--- src/rtl/fp_minmax_reduce.sv ---
// ============================================================================
// Module   : fp_minmax_reduce
// Purpose  : Streaming fp32 packet reduction emitting min, max, beat and NaN
//            counts once the last beat of a packet is accepted.
// Revision : 1.0 - initial release
// ============================================================================
`default_nettype none

module fp_minmax_reduce #(
  parameter int CNT_W = 16
) (
  input  logic             aclk,
  input  logic             aresetn,
  input  logic             s_valid,
  output logic             s_ready,
  input  logic [31:0]      s_data,
  input  logic             s_last,
  output logic             m_valid,
  input  logic             m_ready,
  output logic [31:0]      m_min,
  output logic [31:0]      m_max,
  output logic [CNT_W-1:0] m_count,
  output logic [CNT_W-1:0] m_nan_count,
  output logic             m_empty
);

  localparam logic [31:0]      c_qnan    = 32'h7FC0_0000;
  localparam logic [CNT_W-1:0] c_cnt_max = {CNT_W{1'b1}};

  typedef enum logic [0:0] {
    S_IDLE  = 1'b0,
    S_ACCUM = 1'b1
  } state_t;

  state_t           r_state;
  logic [31:0]      r_acc_min;
  logic [31:0]      r_acc_max;
  logic [CNT_W-1:0] r_cnt;
  logic [CNT_W-1:0] r_nan_cnt;

  logic             w_accept;
  logic             w_is_nan;
  logic             w_have_n;
  logic [31:0]      w_min_n;
  logic [31:0]      w_max_n;
  logic [CNT_W-1:0] w_cnt_n;
  logic [CNT_W-1:0] w_nan_n;

  function automatic logic f_is_nan(input logic [31:0] v);
    return (v[30:23] == 8'hFF) && (v[22:0] != 23'd0);
  endfunction

  function automatic logic f_le(input logic [31:0] a, input logic [31:0] b);
    if (f_is_nan(a) || f_is_nan(b)) return 1'b0;
    if ((a[30:0] == 31'd0) && (b[30:0] == 31'd0)) return 1'b1;
    if (a[31] != b[31]) return a[31];
    if (!a[31]) return a[30:0] <= b[30:0];
    return a[30:0] >= b[30:0];
  endfunction

  assign s_ready  = !m_valid || m_ready;
  assign w_accept = s_valid && s_ready;
  assign w_is_nan = f_is_nan(s_data);

  // Accumulator view after folding in the current beat, shared by the
  // normal update path and the end-of-packet result load.
  always_comb begin
    w_have_n = (r_state == S_ACCUM);
    w_min_n  = r_acc_min;
    w_max_n  = r_acc_max;
    w_cnt_n  = (r_cnt == c_cnt_max) ? r_cnt : r_cnt + 1'b1;
    w_nan_n  = r_nan_cnt;
    if (w_is_nan) begin
      w_nan_n = (r_nan_cnt == c_cnt_max) ? r_nan_cnt : r_nan_cnt + 1'b1;
    end else if (r_state == S_IDLE) begin
      w_have_n = 1'b1;
      w_min_n  = s_data;
      w_max_n  = s_data;
    end else begin
      if (!f_le(r_acc_min, s_data)) w_min_n = s_data;
      if (!f_le(s_data, r_acc_max)) w_max_n = s_data;
    end
  end

  always_ff @(posedge aclk or negedge aresetn) begin
    if (!aresetn) begin
      r_state     <= S_IDLE;
      r_acc_min   <= 32'd0;
      r_acc_max   <= 32'd0;
      r_cnt       <= '0;
      r_nan_cnt   <= '0;
      m_valid     <= 1'b0;
      m_min       <= 32'd0;
      m_max       <= 32'd0;
      m_count     <= '0;
      m_nan_count <= '0;
      m_empty     <= 1'b0;
    end else begin
      if (m_valid && m_ready) m_valid <= 1'b0;
      if (w_accept && s_last) begin
        m_valid     <= 1'b1;
        m_min       <= w_have_n ? w_min_n : c_qnan;
        m_max       <= w_have_n ? w_max_n : c_qnan;
        m_count     <= w_cnt_n;
        m_nan_count <= w_nan_n;
        m_empty     <= !w_have_n;
        r_state     <= S_IDLE;
        r_acc_min   <= 32'd0;
        r_acc_max   <= 32'd0;
        r_cnt       <= '0;
        r_nan_cnt   <= '0;
      end else if (w_accept) begin
        r_state   <= w_have_n ? S_ACCUM : S_IDLE;
        r_acc_min <= w_min_n;
        r_acc_max <= w_max_n;
        r_cnt     <= w_cnt_n;
        r_nan_cnt <= w_nan_n;
      end
    end
  end

endmodule

`default_nettype wire

--- config.mk ---
export PLATFORM = sky130hd
export DESIGN_NAME = fp_minmax_reduce
export DESIGN_NICKNAME = d
export VERILOG_FILES = /design/src/rtl/fp_minmax_reduce.sv
export SDC_FILE = /design/constraint.sdc
export NUM_CORES = 1
export LEC_CHECK = 0
export BUFFER_PORTS_ARGS = -buffer_cell sky130_fd_sc_hd__clkbuf_2
export CELL_PAD_IN_SITES_DETAIL_PLACEMENT = 1
export CELL_PAD_IN_SITES_GLOBAL_PLACEMENT = 1
export CORE_ASPECT_RATIO = 0.7
export CORE_UTILIZATION = 44
export CTS_CLUSTER_SIZE = 12
export DETAILED_ROUTE_END_ITERATION = 8
export PLACE_DENSITY = 0.84
export SLEW_MARGIN = 0
export SYNTH_ARGS = -nofsm -noshare
export SYNTH_HDL_FRONTEND = slang
export SYNTH_SLANG_ARGS = --single-unit
--- constraint.sdc ---
create_clock -name aclk -period 5.8 [get_ports aclk]
set_input_delay 1.16 -clock aclk [delete_from_list [all_inputs] [get_ports aclk]]
set_output_delay 1.16 -clock aclk [all_outputs]
set_load 0.1 [all_outputs]
==> out/results.tsv, run 1 <==
metric	value	unit
global-route wire length before repair	52600	um
Setup crit end kind	flip-flop	
relative slew slack	0.301	
number of fill cells	2787	
Starting Density	0.449	
Total GRT Usage	0.269	
outcome	complete, no violations	
CTS buffer count	17	
Rows	47	
DRT iter0 DRCs	682	
CORE AREA	23600	um2
ys async rst share	1.00	
r2r worst-path depth	10	
Synth area leader	dfrtp_1	
FF/Latch Area	4880	um2
top-area cell type share of the netlist area	0.460	
Die W	188	um
final setup fails	0	
Post-Syn Area	10600	um2
worst slew pin tran	1.05	ns
htree depth	4	
initial antenna violation count	0	
pin count of the biggest net entering global routing	121	
reg2reg start	r_acc_min[29]	
reg2reg end	r_acc_min[2]	
Clk Tree Root Cell	clkbuf_16	
I/O Buffers	135	
Worst Path Max Fanout	31	
Detail Route Antenna Nets	0	
CP Launch Type	input pin	
worst vdd ir	0.227	mV
Post-DP HPWL	22400	um
Cell Area, Placed	11500	um2
Pwr Density	407	nW/um2
Leak	5.67	nW
Post-layout nets	1327	
crit path setup slack, layout	1.37	ns
beginning of the critical path	s_data[29]	
Avg Cell Area, Syn	9.51	um2
fmax	226	MHz
unrepaired setup endpoints after global routing	no	
Area Growth Syn to Fin	14.9	%
DRC viols	0	
Setup WS pre-CTS	1.00	ns
Final Critical Period	4.43	ns
Worst-path clk slew	0.06	ns
Vias	9240	
clk_lat worst skew	0.45	ns
Synth cell types	59	
n_diodes	0	
vias in the first global route	9517	
clock skew	0.0143	ns
I/O Pins	136	
Period Utilization, post-route	0.764	
Synth Flop Type	dfrtp_1	
minimum setup slack among reg-to-reg paths	1.88	ns
CP Data Required Time	6.18	ns
YS warnings	0	
Mapped Cells	1115	
Routed WL	32200	um
post-route cell area	12200	um2
1st-pass router iterations	5	
WL per Instance	20.7	um
Synth Register Bits	195	
CTS tree	done	
end of the critical path	r_acc_min[2]	
Final Hold Vio Count	0	
post-CTS setup repair buffer count	0	
leading post-synthesis cells by cell area	dfrtp_1 46%, ha_1 7.6%, mux2i_1 6.4%, nand2_1 5.5%, a21oi_1 3.0%	
Final Max Tran Viols	0	
CP Class	input pin to flip-flop	
Critical Path AT	4.81	ns
TritonCTS Sinks	195	
number of flops mapped to enable cells by yosys	0	
CTS Hold Buffers Added	0	
Seq/Total Area, Yosys	0.460	
CTS resizes	0	
drt via density	5.93	
syn_nets	1216	
die area	24700	um2
layout cells sized above 1	0.157	
Die Y	132	um
area of the multi-input gates	5220	um2
Hold Path Class	flip-flop to flip-flop	
Fin Setup TNS	0	ns
clock buffer depth	2	
gpl congestion	0.885	
grt total ovfl	0	
max-cap violation count	0	
-- worst min-delay path by stage --
stage                     from         endpoint  slack [ns]  cells past startpoint
3_3_place_gp       m_count[11]      m_count[11]        0.46                      2
2_1_floorplan     r_nan_cnt[8]     r_nan_cnt[8]        0.50                      1
5_1_grt            m_count[11]      m_count[11]        0.51                      2
6_report       m_nan_count[11]  m_nan_count[11]        0.48                      2
3_5_place_dp       m_count[11]      m_count[11]        0.47                      2
4_1_cts        m_nan_count[11]  m_nan_count[11]        0.49                      2
-- registers in the layout, indices dropped and copies added (netlist names) --
signal       flops
m_empty          1
r_state          1
m_min           32
r_acc_max       32
r_nan_cnt       16
r_cnt           16
m_max           32
r_acc_min       32
m_valid          1
m_count         16
m_nan_count     16
-- cells in the mapped netlist, drive strengths merged (3+ instances only) --
cell type	instances
inv	74
nand3	27
a21oi	64
xnor2	15
nand2b	4
nand2	154
o31ai	12
nor3	20
or4	4
mux2i	68
and4	3
o21ai	112
nand3b	3
a32o	27
buf	18
and3	4
clkbuf	37
xor2	8
nand4	24
dfrtp	195
and2	3
nor2	62
or3	5
a211oi	4
ha	64
a22o	31
nor4	24
a31oi	10
a221oi	4
o221ai	7
a21o	6
-- through the flow --
stage	utilization	hold WS [ns]	std cells	power, mW
2_1_floorplan	-	0.498	1115	3.23
3_3_place_gp	0.488	0.462	1525	3.61
3_5_place_dp	0.488	0.472	1525	3.67
4_1_cts	0.515	0.488	1557	4.98
5_1_grt	0.515	0.511	1557	5.16
6_report	0.515	0.479	1557	4.96
-- report_power, final --
group          internal, mW  switching, mW
clock network         0.749          0.553
registers              1.57          0.214
logic                 0.404           1.47
-- kinds of logic after synthesis --
kind of cell / after synthesis / share of synthesized area
xor gates and xnor gates: 23 / 0.0190
AOI/OAI and AO/OA: 289 / 0.176
and+or+nand+nor: 344 / 0.151
DFF: 195 / 0.460
buffers and inverters: 130 / 0.0518
muxes: 70 / 0.0663
adders and majority gates: 64 / 0.0755
-- area by class of cell --
cell class | instances | area share
Sequential cell | 195 | 0.400
Multi-Input combinational cell | 790 | 0.428
Inverter | 75 | 0.0231
Timing Repair Buffer | 147 | 0.0636
Tap cell | 318 | 0.0327
Clock buffer | 21 | 0.0378
Clock inverter | 11 | 0.0144
-- worst max-delay path, stage by stage --
cell and delay (ns):
clkbuf_2 0.20, inv_1 0.09, ha_1 0.33, nand4_1 0.21, nor4_2 0.62, nor4b_1 0.37, a221oi_1 0.15, o21a_1 0.19
a31oi_4 0.20, buf_4 0.33, a21o_2 0.67, a22o_1 0.27
-- cell usage in the layout, fill, tap and decap left out, types with 19 or more instances in the layout --
cell      count
a21oi_1      64
a22o_1       31
a32o_1       27
clkbuf_2    134
dfrtp_1     195
ha_1         64
inv_1        74
mux2i_1      68
nand2_1     153
nand3_1      27
nand4_1      24
nor2_1       58
nor3_1       19
nor4_1       22
o21ai_0      58
o21ai_1      52
-- layer usage --
metal  vias to the layer above  wire length, um  track usage
li1                       4230                -            -
met1                      4734            15300        0.389
met2                       235            14800        0.413
met3                        41             1600       0.0452
met4                         0              524       0.0808
met5                         -                0            0
Note: power is estimated with default switching activity, not from simulation.
==> inputs of run 2 (changes only) <==
- clock period: 5.8 -> 4.3 ns (I/O delays scaled with it)
==> out/results.tsv, run 2 (synthesis gave the netlist of run 1 again) <==
metric	value	unit	change
relative slew slack	0.336		+0.0351
Total GRT Usage	0.269		+0.000323
final setup fails	0		unchanged
I/O Pins	136		unchanged
CTS Hold Buffers Added	0		unchanged
outcome	complete, no violations		
unrepaired setup endpoints after global routing	no		
r2r worst-path depth	9		-1
max-cap violation count	0		unchanged
worst slew pin tran	0.987	ns	-0.0612 ns
Final Max Tran Viols	0		unchanged
CTS tree	done		
pin count of the biggest net entering global routing	88		-27%
1st-pass router iterations	5		unchanged
CP top delay family	compound AO/OA/AOI/OAI gates		
Setup WS pre-CTS	0.259	ns	-0.743 ns
Hold Path Class	input pin to async pin		
Power Total	6.73	mW	+36%
Rows	47		unchanged
CP max stage cell	a21o_2		
Worst-path clk slew	0.08	ns	+0.02 ns
reg2reg start	r_acc_min[29]		
layout cells sized above 1	0.163		+0.00621
Routed WL	32200	um	+0.23%
Final Hold Vio Count	0		unchanged
most frequent cells in the layout	195 x dfrtp_1, 153 x nand2_1, 134 x clkbuf_2, 74 x inv_1, 68 x mux2i_1		
Setup crit end kind	flip-flop		
post-CTS setup repair buffer count	0		unchanged
crit path setup slack, layout	0.597	ns	-0.769 ns
Die W	188	um	unchanged
vias in the first global route	9502		-0.16%
Vias	9233		-0.076%
Die Y	132	um	unchanged
CORE AREA	23600	um2	unchanged
n_diodes	0		unchanged
CP Data Required Time	4.68	ns	-1.50 ns
WL per Instance	20.6	um	-0.28%
CP Launch Type	input pin		
CTS resizes	0		unchanged
Layout Utilization	0.519		+0.00386
initial antenna violation count	0		unchanged
TritonCTS Sinks	195		unchanged
Clk Tree Root Cell	clkbuf_16		
fmax	270	MHz	
Area Growth Syn to Fin	15.8	%	
Fin Setup TNS	0	ns	unchanged
Detail Route Antenna Nets	0		unchanged
Critical Path AT	4.08	ns	-0.73 ns
Period Utilization, post-route	0.861		
global-route wire length before repair	52700	um	+0.17%
Final Critical Period	3.70	ns	
Post-DP HPWL	22300	um	-0.59%
CTS buffer count	17		unchanged
FF/Latch Area	4880	um2	unchanged
clk_lat worst skew	0.45	ns	about the same
clock buffer depth	2		unchanged
I/O Buffers	135		unchanged
htree depth	4		unchanged
number of fill cells	2771		-0.57%
DRT iter0 DRCs	704		+3.2%
gpl congestion	0.903		+2.0%
CP Depth	11		-1
worst path cell trace	clkbuf_2, inv_1, ha_1, nand4_1, nor4_2, nor4b_1, a221oi_1, o21a_1, a31oi_4, a21o_2, a22o_1		
clock skew	0.0130	ns	-0.00134 ns
Leak	5.73	nW	+1.1%
commonest non-fill, non-tap cell in the layout	dfrtp_1		
die area	24700	um2	unchanged
Starting Density	0.449		unchanged
area of the multi-input gates	5210	um2	-0.14%
Max stage delay on crit path	0.63	ns	-0.04 ns
grt total ovfl	0		unchanged
DRC viols	0		unchanged
beginning of the critical path	s_data[29]		
worst vdd ir	0.346	mV	+52%
drt via density	5.90		-0.59%
Worst Path Max Fanout	31		unchanged
Post-layout nets	1335		+0.60%
CP Buf/Inv Count	2		-1
Pwr Density	548	nW/um2	+35%
CP Class	input pin to flip-flop		
[run 2: per-layer routing]
layer,share of wire,track usage,up-vias
met5,0,0,-
met4,0.013,0.0754,0
met3,0.042,0.0407,36
met2,0.46,0.422,238
met1,0.48,0.388,4712
li1,-,-,4247
[run 2: cell type report]
class                      instances  area share
timing repair buffer             155      0.0700
clock inverter                    13      0.0160
clock buffer                      19      0.0369
tap                              318      0.0324
inverter                          75      0.0229
sequential                       195       0.397
multi-input combinational        790       0.424
[run 2: metrics by stage]
| stage | instance area [um2] | instances | hold WS, ns |
|---|---|---|---|
| after floorplan | 10600 | 1115 | 0.498 |
| after global placement | 11600 | 1533 | 0.460 |
| after detailed placement | 11600 | 1533 | 0.473 |
| after CTS | 12300 | 1565 | 0.429 |
| after global routing | 12300 | 1565 | 0.456 |
| final | 12300 | 1565 | 0.406 |
[run 2: power by group]
part	total [mW]	internal, mW	switching [mW]
Clock	1.78	1.02	0.767
Sequential	2.40	2.12	0.287
Combinational	2.54	0.556	1.98
Total	6.73	3.69	3.04
[run 2: final timing paths]
| check | to | slack [ns] |
|---|---|---|
| setup / recovery | r_acc_min[7] | 0.60 |
| hold / removal | m_nan_count[3] | 0.41 |
| setup reg to reg | r_acc_min[7] | 0.80 |
| hold reg to reg | m_count[7] | 0.48 |
| max in group asynchronous | r_nan_cnt[2] | 2.86 |
| min in group aclk | m_count[7] | 0.48 |
[run 2: worst reg2reg max path, stage by stage, from the launching register on]
cell,delay (ns)
dfrtp_1,0.45
ha_1,0.35
nand4_1,0.21
nor4_2,0.58
nor4b_1,0.35
a221oi_1,0.13
o21a_1,0.19
a31oi_4,0.26
a21o_2,0.63
a22o_1,0.27
